--- src/rtl/rot_loader.sv ---
// rtl/rot_loader.sv - streams 32-bit words into a rotating nibble register, phase-aligned
module rot_loader (
    input  logic        clk,
    input  logic        rst_n,
    input  logic [31:0] wr_data,
    input  logic        wr_valid,
    output logic        wr_ready,
    input  logic        flush,
    output logic        set_data,
    output logic [3:0]  nib_out,
    output logic [2:0]  phase,
    output logic        busy,
    output logic        load_done
);

    localparam logic [2:0] PH_BOUNDARY = 3'd6;

    logic [2:0]  r_phase;
    logic [31:0] r_active_word;
    logic        r_active_valid;
    logic [31:0] r_pending_word;
    logic        r_pending_valid;
    logic        r_load_done;

    logic        w_boundary;
    logic        w_accept;
    logic [2:0]  w_sel;

    assign w_boundary = (r_phase == PH_BOUNDARY);
    assign wr_ready   = !r_pending_valid || w_boundary;
    assign w_accept   = wr_valid && wr_ready;
    // The nibble written now is shown one cycle later, when phase has advanced by one.
    assign w_sel      = r_phase + 3'd1;

    always_ff @(posedge clk or negedge rst_n) begin
        if (!rst_n) begin
            r_phase         <= 3'd0;
            r_active_word   <= 32'd0;
            r_active_valid  <= 1'b0;
            r_pending_word  <= 32'd0;
            r_pending_valid <= 1'b0;
            r_load_done     <= 1'b0;
        end else begin
            r_phase     <= r_phase + 3'd1;
            r_load_done <= 1'b0;
            if (w_boundary) begin
                r_load_done <= r_active_valid && !flush;
                if (flush) begin
                    r_active_valid  <= 1'b0;
                    r_pending_valid <= 1'b0;
                end else begin
                    if (r_pending_valid) begin
                        r_active_word  <= r_pending_word;
                        r_active_valid <= 1'b1;
                    end else if (w_accept) begin
                        r_active_word  <= wr_data;
                        r_active_valid <= 1'b1;
                    end else begin
                        r_active_valid <= 1'b0;
                    end
                    r_pending_valid <= w_accept && r_pending_valid;
                    if (w_accept) begin
                        r_pending_word <= wr_data;
                    end
                end
            end else if (flush) begin
                r_active_valid  <= 1'b0;
                r_pending_valid <= 1'b0;
            end else if (w_accept) begin
                r_pending_word  <= wr_data;
                r_pending_valid <= 1'b1;
            end
        end
    end

    assign set_data  = r_active_valid;
    assign nib_out   = r_active_valid ? r_active_word[{w_sel, 2'b00} +: 4] : 4'd0;
    assign phase     = r_phase;
    assign busy      = r_active_valid || r_pending_valid;
    assign load_done = r_load_done;

endmodule

--- config.mk ---
export PLATFORM = sky130hd
export DESIGN_NAME = rot_loader
export DESIGN_NICKNAME = d
export VERILOG_FILES = /design/src/rtl/rot_loader.sv
export SDC_FILE = /design/constraint.sdc
export NUM_CORES = 1
export LEC_CHECK = 0
export CAP_MARGIN = 20
export CORE_ASPECT_RATIO = 0.7
export CORE_MARGIN = 3
export CORE_UTILIZATION = 36
export DETAILED_ROUTE_END_ITERATION = 16
export DONT_BUFFER_PORTS = 1
export SETUP_SLACK_MARGIN = 0.3
export SYNTH_ARGS = -nofsm -noshare
export SYNTH_HDL_FRONTEND = slang
export SYNTH_SLANG_ARGS = --single-unit
--- constraint.sdc ---
create_clock -name clk -period 1.8 [get_ports clk]
set_input_delay 0.18 -clock clk [delete_from_list [all_inputs] [get_ports clk]]
set_output_delay 0.18 -clock clk [all_outputs]
set_load 0.01 [all_outputs]
==> results of run 1 <==
timing repair:
item                                    CTS  global route
gates resized for setup                 104            26
endpoints found under the setup margin   71            70
hold endpoints to repair                104            70
gates cloned                              7             1
buffers inserted                         17            13
pin swaps                                 6            10
cell type report:
class | instances | area [um^2]
Sequential cell | 70 | 1750
Multi-Input combinational cell | 147 | 2040
Timing Repair Buffer | 100 | 1170
Clock inverter | 1 | 5.00
Inverter | 4 | 20.0
Fill cell | 631 | 3320
Clock buffer | 13 | 270
Tap cell | 120 | 150
cell families (layout without fill, tap and decap cells):
group | count (synthesis) | in the layout | synth area share (%)
muxes | 100 | 100 | 33.7
DFF | 70 | 70 | 52.4
xor gates and xnor gates | 1 | 1 | 0.487
buffers and inverters | 17 | 118 | 3.15
and+or+nand+nor | 24 | 24 | 4.61
AOI/OAI and AO/OA | 20 | 20 | 4.87
adders and majority gates | 2 | 2 | 0.749
metrics by stage:
step / setup TNS, ns / instance area [um^2] / total power [W] / setup slack [ns] / hold slack (ns)
6_report: -2.04 / 5410 / 0.00465 / -0.467 / -0.463
5_1_grt: -3.72 / 5410 / 0.00485 / -0.553 / -0.481
4_1_cts: -2.12 / 5120 / 0.00460 / -0.438 / -0.475
3_5_place_dp: -0.764 / 3760 / 0.00259 / -0.251 / -0.114
3_3_place_gp: -0.443 / 3760 / 0.00257 / -0.161 / -0.113
2_1_floorplan: -1.54 / 3470 / 0.00245 / -0.0529 / -0.116
layer usage:
metal  track usage, %  vias to the layer above  wire, um
met5                0                        -         0
met4             5.90                        0       207
met3             5.74                       15       416
met2             24.8                       57      3880
met1             28.4                     1175      4870
li1                 -                     1068         -
flip-flops by register name, indices dropped and copies added, names as in the netlist:
signal,cells
set_data,1
r_active_word,32
phase,3
r_pending_valid,1
load_done,1
r_pending_word,32
worst max-delay path, stage by stage, from the launching register on:
cell	delay, ns
dfrtp_1	0.42
buf_6	0.14
ha_4	0.30
mux2_2	0.35
o31ai_2	0.30
nor4_4	0.08
buf_4	0.16
power by group through the flow:
| stage | clock, W | combinational (W) | sequential (W) |
|---|---|---|---|
| global placement | 0 | 0.000524 | 0.00205 |
| finish | 0.00165 | 0.000926 | 0.00208 |
| CTS | 0.00169 | 0.000854 | 0.00206 |
| floorplan | 0 | 0.000473 | 0.00198 |
| detailed placement | 0 | 0.000536 | 0.00206 |
| global route | 0.00175 | 0.000986 | 0.00211 |
placed cells by master (no fill, tap or decap), types with 3 or more instances in the layout:
master and count:
a2111oi_2 4, nor2b_1 5, mux2_2 35, clkbuf_8 3, buf_12 9, buf_4 33
and2_1 4, a2111oi_4 7, buf_16 7, mux2_4 65, clkbuf_16 10, dlygate4sd3_1 34
dfrtp_1 68, nor4_4 3, buf_6 15
worst paths after layout:
kind	start	end	slack, ns
worst max-delay path	phase[1]$_DFF_PN0_	nib_out[0]	-0.47
worst min-delay path	rst_n	r_pending_word[5]$_DFFE_PN0P_	-0.46
worst max register to register	phase[0]$_DFF_PN0_	r_pending_word[30]$_DFFE_PN0P_	-0.06
worst min register to register	r_pending_word[22]$_DFFE_PN0P_	r_pending_word[22]$_DFFE_PN0P_	0.50
max in group asynchronous	rst_n	r_pending_word[21]$_DFFE_PN0P_	2.16
min in group clk	flush	set_data$_DFFE_PN0P_	0.04
==> results.toml, run 1 <==
[clock_tree]
hold_buffers = 34
clk_latency_ns = 0.34
cts_buffers = 9
clock-sinks = 70
clk_pin_slew_ns = 0.05
ctsRootBufferMaster = "clkbuf_16"
cts_tree = "built"
htreeDepth = 3
clockBufferDepth = 2

[sta]
setup_viol = 10
slew_headroom_pct = 70.2
fin_ws_ns = -0.467
fin_hold_ws_ns = -0.463
fmax_mhz = 441
rsz0062_at_grt = "yes"
slew_viol_final = 0
period_share_pct = 126
worst_pin_slew_ns = 0.447
skew_ns = 0.00314
hold_viol = 70
min_period_ns = 2.27

[floorplanning]
dieArea_mm2 = 0.0105
die_h_um = 86.6
io_pins = 47
start_util_pct = 38.3
coreArea_mm2 = 0.00872
die_x_um = 121
row_count = 28

[synth]
ys_warn_count = 0
synthTopCellsByCount = "mux2_2, dfrtp_1, a2111oi_0"
synth_top_area_share_pct = 52.4
yosys-top-cells-area = "dfrtp_1, mux2_2, a2111oi_0, nor2b_1, buf_6"
syn_area_mm2 = 0.00334
synth_edf_count = 0
syn_inst = 234
yosysMostFrequentCell = "mux2_2"
avgSynthCellArea_um2 = 14.3
ys_ff_latch = 70
syn_nets = 272
ys_seq_area_share_pct = 52.4
yosysUniqueCellTypes = 27
yosys_most_used_dff = "dfrtp_1"
synth-async-reset-ratio_pct = 100
yosys.area.top_type = "dfrtp_1"

[setup_path]
worst_setup_path_end_kind = "primary output"
critPathKind = "reg2out"
ff2ff_path_depth = 10
critPathMaxFanout = 5
crit_path_start_kind = "register"
cp_data_required_time_ns = 1.62
critPathArrivalTime_ns = 2.09

[cells_and_area]
antenna_cells = 0
utilization_pct = 62.0
nets = 370
syn_to_final_growth_pct = 61.9
fin_cells = 455
drive_above_1_share_pct = 63.9

[power_and_ir_drop]
switchingPower_w = 0.00110
clkPwrFrac_pct = 35.4
intPower_w = 0.00356
p_comb_share_pct = 19.9
p_sw_share_pct = 23.6
powerDensity_mw_per_mm2 = 861
seqPwrFrac_pct = 44.7
power.leakage_nw = 2.30
ir_drop_v = 0.000507

[drt]
drt_iter0_drc = 93
avgViaCountPerCell = 5.09
drt_wl_total_mm = 9.37
final_antenna_net_count = 0
drc = 0
firstDrtPassIters = 4
vias = 2315
wl_per_cell_um = 20.6

[grt]
antenna_found_initial = 0
grt_pass1_wl_mm = 14.4
grt_max_degree = 71
grt_overflow_total = 0
grt_usage_pct = 18.5
grt_pass1_vias = 2484

[job]
drv_cap = 0

[place]
place.gp.congestion = 0.809
dp.cells = 369
dp_hpwl_mm = 4.94
portBuffers = 0

[status]
violations = "hold timing, setup timing"
status = "finished with violations"

[min_path]
hold_path_class = "in2async"
No activity file was read; power rests on OpenSTA's default activity.
==> inputs of run 2 (changes only) <==
--- a/config.mk
+++ b/config.mk
@@ -11,6 +11,7 @@
 export CORE_UTILIZATION = 36
 export DETAILED_ROUTE_END_ITERATION = 16
 export DONT_BUFFER_PORTS = 1
+export HOLD_SLACK_MARGIN = 0.02
 export SETUP_SLACK_MARGIN = 0.3
 export SYNTH_ARGS = -nofsm -noshare
 export SYNTH_HDL_FRONTEND = slang
==> results of run 2 <==
Final layout, timing and power as in run 1 (identical DEF).
==> inputs of run 3 (changes only) <==
--- a/config.mk
+++ b/config.mk
@@ -10,7 +10,6 @@
 export CORE_MARGIN = 3
 export CORE_UTILIZATION = 36
 export DETAILED_ROUTE_END_ITERATION = 16
-export DONT_BUFFER_PORTS = 1
 export HOLD_SLACK_MARGIN = 0.02
 export SETUP_SLACK_MARGIN = 0.3
 export SYNTH_ARGS = -nofsm -noshare
==> run 3 against run 2 <==
- the run ends with setup timing left
- largest cell class unchanged
- non-clock buffer count down 1
- die area unchanged
- global-route usage up 0.47 points
- critical endpoint is now nib_out[1]
==> results.toml, run 3 (same netlist as run 1, synthesis figures left out) <==
[setup_path]
crit_chain = "ha_4 -> xnor2_4 -> inv_6 -> a2111oi_4 -> nor4_2 -> buf_2"
cp_top_family = "flip-flops"
critPathMaxFanout = 9
timing.rr.end = "r_pending_word[11]$_DFFE_PN0P_"
crit_path_start_kind = "register"
worst_setup_path_end_kind = "primary output"
r2r-start = "phase[0]$_DFF_PN0_"
slowest_delay_ns = 0.45
crit_slowest_cell = "dfrtp_2"
cp_data_required_time_ns = 1.62
path_buf_inv = 2
critPathArrivalTime_ns = 2.07
r2r_slack_ns = -0.01
critPathKind = "reg2out"
ff2ff_path_depth = 9

[power_and_ir_drop]
powerDensity_mw_per_mm2 = 884
power.leakage_nw = 2.27
ir_drop_v = 0.000641

[clock_tree]
clock-sinks = 70
cts_tree = "built"
clk_latency_ns = 0.34
clk_pin_slew_ns = 0.06
ctsRootBufferMaster = "clkbuf_16"
htreeDepth = 3
cts_buffers = 9
clockBufferDepth = 2

[cells_and_area]
final_area_mm2 = 0.00543
layout_commonest_cell = "dfrtp_1"
seq_area_mm2 = 0.00176
utilization_pct = 62.2
multi_input_comb_area_mm2 = 0.00206
drive_above_1_share_pct = 65.2
num-fill-cells = 659
antenna_cells = 0
final_cell_mix = "dfrtp_1, mux2_4, mux2_2"
fin_cells = 456
nets = 369
syn_to_final_growth_pct = 62.5

[sta]
hold_viol = 0
rsz0062_at_grt = "yes"
min_period_ns = 2.25
slew_headroom_pct = 72.0
setup_viol = 12
worst_pin_slew_ns = 0.419
period_share_pct = 125
slew_viol_final = 0
fin_ws_ns = -0.454
skew_ns = 0.00803
fmax_mhz = 444

[place]
dp.cells = 406
dp_hpwl_mm = 4.84
place.gp.congestion = 0.777
postPlaceCellArea_mm2 = 0.00415
portBuffers = 46

[floorplanning]
coreArea_mm2 = 0.00872
io_pins = 47
die_h_um = 86.6
start_util_pct = 38.3
dieArea_mm2 = 0.0105
row_count = 28
die_x_um = 121

[drt]
avgViaCountPerCell = 5.10
drt_wl_total_mm = 9.25
final_antenna_net_count = 0
vias = 2325
drc = 0
wl_per_cell_um = 20.3
drt_iter0_drc = 87
firstDrtPassIters = 4

[grt]
grt_overflow_total = 0
use_met3_pct = 5.74
grt_pass1_vias = 2493
met2_usage_pct = 26.3
grt_usage_pct = 19.0
grt_max_degree = 71
antenna_found_initial = 0
grtUsageMet1_pct = 28.6
grt_pass1_wl_mm = 14.7
top_usage_layer = "met1"

[status]
status = "finished with violations"
violations = "setup timing"

[job]
drv_cap = 0

[min_path]
hold_path_class = "in2async"
==> run 3: changes by cell type in the layout (fill, tap and decap cells not counted), sizes merged <==
cell           before  now
clkdlybuf4s15       0    1
dlygate4sd3        34    1
buf                65   60
clkdlybuf4s50       0   35
clkinvlp            0    2
clkinv              2    1
dlygate4sd2         0    2
==> run 3: tightest hold or removal path: cells and delay by family <==
family / cells / cell delay, ns
buffers and inverters: 3 / 0.96
==> run 3: repair_timing <==
action,CTS,global route
setup endpoints to repair,74,70
resized for setup,151,16
pin swaps,8,7
gates cloned,8,0
buffers inserted,23,2
hold buffers,1,0
hold endpoints to repair,70,0
==> run 3: how the worst max path moves through the flow <==
| stage | start | slack (ns) | cells after the start | to |
|---|---|---|---|---|
| 2_1_floorplan | phase[0]$_DFF_PN0_ | -0.05 | 7 | nib_out[0] |
| 3_3_place_gp | phase[0]$_DFF_PN0_ | -0.54 | 6 | nib_out[0] |
| 3_5_place_dp | phase[0]$_DFF_PN0_ | -0.62 | 6 | nib_out[1] |
| 4_1_cts | phase[0]$_DFF_PN0_ | -0.42 | 6 | nib_out[0] |
| 5_1_grt | phase[1]$_DFF_PN0_ | -0.54 | 6 | nib_out[3] |
| 6_report | phase[0]$_DFF_PN0_ | -0.45 | 6 | nib_out[1] |
==> run 3: routing by layer <==
layer | up-vias | wire length, um
li1 | 1072 | -
met1 | 1189 | 4560
met2 | 60 | 4070
met3 | 4 | 538
met4 | 0 | 88
met5 | - | 0
==> run 3: report_power, final <==
group / internal [W] / switching (W)
Sequential: 0.00186 / 0.000202
Combinational: 0.000680 / 0.000306
Clock: 0.00112 / 0.000630
Total: 0.00366 / 0.00114
==> run 3: final cells by class <==
type | instances | area share, %
sequential | 70 | 32.4
tap | 120 | 2.76
timing repair buffer | 99 | 20.7
inverter | 4 | 0.530
clock inverter | 2 | 0.230
multi-input combinational | 147 | 38.0
clock buffer | 14 | 5.41
==> run 3: through the flow <==
stage	power, W	hold slack [ns]	setup WS [ns]	setup TNS, ns
finish	0.00480	0.398	-0.454	-1.83
global route	0.00502	0.424	-0.536	-2.86
CTS	0.00481	0.422	-0.421	-1.63
detailed placement	0.00273	0.237	-0.617	-2.38
global placement	0.00271	0.239	-0.540	-2.11
floorplan	0.00245	-0.116	-0.0529	-1.54
==> RTL edit: new RTL, flow settings as in run 2 <==
Reset style: synchronous (`rst_n`), changed in one clocked block.
--- a/src/rtl/rot_loader.sv
+++ b/src/rtl/rot_loader.sv
@@ -32,7 +32,7 @@
     // The nibble written now is shown one cycle later, when phase has advanced by one.
     assign w_sel      = r_phase + 3'd1;
 
-    always_ff @(posedge clk or negedge rst_n) begin
+    always_ff @(posedge clk) begin
         if (!rst_n) begin
             r_phase         <= 3'd0;
             r_active_word   <= 32'd0;
Check against the original RTL: differs if rst_n is asserted again (counterexample within 4 cycles, from zero or initial values and one cycle with rst_n low); with rst_n held inactive, the same outputs for 10 cycles.
==> RTL edit against run 2 <==
- the flow finishes with violations (negative setup slack)
- final area up 8.5%
- power shrank 5.9%
- area after synthesis up 3.1%
- sequential cell count is the same
- wire length grew 44%
- die area up 3.0%
- via count increased by 46%
- final cell count increased by 24%
- setup slack gained 0.081 ns
- critical path type unchanged
- largest cell class unchanged
- highest routed layer unchanged
==> RTL edit: results (changes against run 2) <==
| Metric | Value |
|---|---|
| Reg-to-reg startpoint | `r_pending_valid (was phase[0])` |
| Startpoint of the most critical setup path | `phase[0] (was phase[1])` |
| Vias in the first global route | `3,358 (was 2,484)` |
| Vias per std cell | `5.998 (was 5.088)` |
| Cell types with the largest area share after synthesis | `sky130_fd_sc_hd__dfxtp_1, sky130_fd_sc_hd__mux2_2, sky130_fd_sc_hd__o211a_1, sky130_fd_sc_hd__a21boi_0, sky130_fd_sc_hd__or3_1 (was sky130_fd_sc_hd__dfrtp_1, sky130_fd_sc_hd__mux2_2, sky130_fd_sc_hd__a2111oi_0, sky130_fd_sc_hd__nor2b_1, sky130_fd_sc_hd__buf_6)` |
| Setup violation total in the final timing report | `4 (was 10)` |
| 1st-iter DRT viols | `298 (was 93)` |
| Net count of the finished layout | `474 (was 370)` |
| Met3 Track Usage GR | `4.971% (was 5.740%)` |
| Pre-CTS worst setup slack | `-0.02795 ns (was -0.2514 ns)` |
| Met2 demand-to-capacity share in global routing | `35.55% (was 24.80%)` |
| Violated checks | `negative setup slack (was negative hold slack, negative setup slack)` |
| Setup slack of the most critical reg-to-reg path | `0.05 ns (was -0.06 ns)` |
| Class of the tightest hold or removal check | `in2reg (was in2async)` |
| Ratio of cells with drive above 1 in the final layout | `47.62% (was 63.88%)` |
| Post-route clock skew | `0.004833 ns (was 0.003139 ns)` |
| Share of flip-flops with an asynchronous set or reset after synthesis | `0% (was 100.0%)` |
| Static leakage power | `2.452 nW (was 2.296 nW)` |
| Worst Setup Slack, final | `-0.3856 ns (was -0.4666 ns)` |
| Wire length on met2 | `6334 um (was 3880 um)` |
| Critical path fanouts, max | `15 (was 5)` |
| Predominant post-synthesis flop cell | `sky130_fd_sc_hd__dfxtp_1 (was sky130_fd_sc_hd__dfrtp_1)` |
| Outcome | `finished, violations left (unchanged)` |
| Count of filler cells inserted in the layout | `643 (was 631)` |
| Wire length on met3 | `1118 um (was 416 um)` |
| Global Route Usage Sum | `22.84% (was 18.54%)` |
| Post-route worst hold slack | `0.05176 ns (was -0.4634 ns)` |
| CTS resizes | `129 (was 104)` |
| GP Congestion | `0.8585 (was 0.8092)` |
| Detailed-routing wirelength on met1 | `5845 um (was 4868 um)` |
| Register area share after synthesis | `40.67% (was 52.43%)` |
| Total Negative Setup Slacks | `-1.493 ns (was -2.035 ns)` |
| Fraction of synthesized area in multiplexers | `11.76% (was 33.71%)` |
| Remaining max-slew budget at the tightest pin | `64.26% (was 70.16%)` |
| Area share of fa/ha/maj cells after synthesis | `1.017% (was 0.7491%)` |
| Average wire per cell in the routed design | `23.95 um (was 20.60 um)` |
| Crit path DAT | `2.01 ns (was 2.09 ns)` |
==> RTL edit: cell types whose count changed after synthesis, moves of 7 or more <==
cell and delta:
sky130_fd_sc_hd__or3_1 +32, sky130_fd_sc_hd__nand3_1 +33, sky130_fd_sc_hd__nor2b_1 +7, sky130_fd_sc_hd__dfrtp_1 -70, sky130_fd_sc_hd__o21ai_0 +31, sky130_fd_sc_hd__clkbuf_1 +22
sky130_fd_sc_hd__dfxtp_1 +70, sky130_fd_sc_hd__o211a_1 +32, sky130_fd_sc_hd__a21boi_0 +30, sky130_fd_sc_hd__mux2_2 -62
==> RTL edit: worst max-delay path, stage by stage, from the launching register on <==
cell,delay (ns)
sky130_fd_sc_hd__dfxtp_4,0.42
sky130_fd_sc_hd__inv_12,0.04
sky130_fd_sc_hd__ha_4,0.39
sky130_fd_sc_hd__buf_4,0.17
sky130_fd_sc_hd__nor2b_1,0.07
sky130_fd_sc_hd__a2111oi_4,0.38
sky130_fd_sc_hd__nor4_2,0.06
sky130_fd_sc_hd__buf_4,0.15
==> RTL edit: layout make-up <==
class / instances / area, sq um / share of cell area [%]
multi-input combinational: 248 / 2615 / 44.56
sequential: 70 / 1411 / 24.05
timing repair buffer: 105 / 1346 / 22.94
clock buffer: 13 / 280.3 / 4.776
tap: 124 / 155.1 / 2.644
clock inverter: 3 / 40.04 / 0.6823
inverter: 2 / 20.02 / 0.3412
==> RTL edit: per-stage QoR <==
step           cells  utilization, %
2_1_floorplan    359               -
3_5_place_dp     478           44.06
6_report         565           63.92
3_3_place_gp     478           44.06
5_1_grt          565           63.92
4_1_cts          554           59.78
==> RTL edit: power by group <==
part           switching [mW]  internal (mW)
Combinational           0.389          0.473
Sequential             0.0369           1.59
Clock                   0.669           1.22
Total                    1.09           3.29
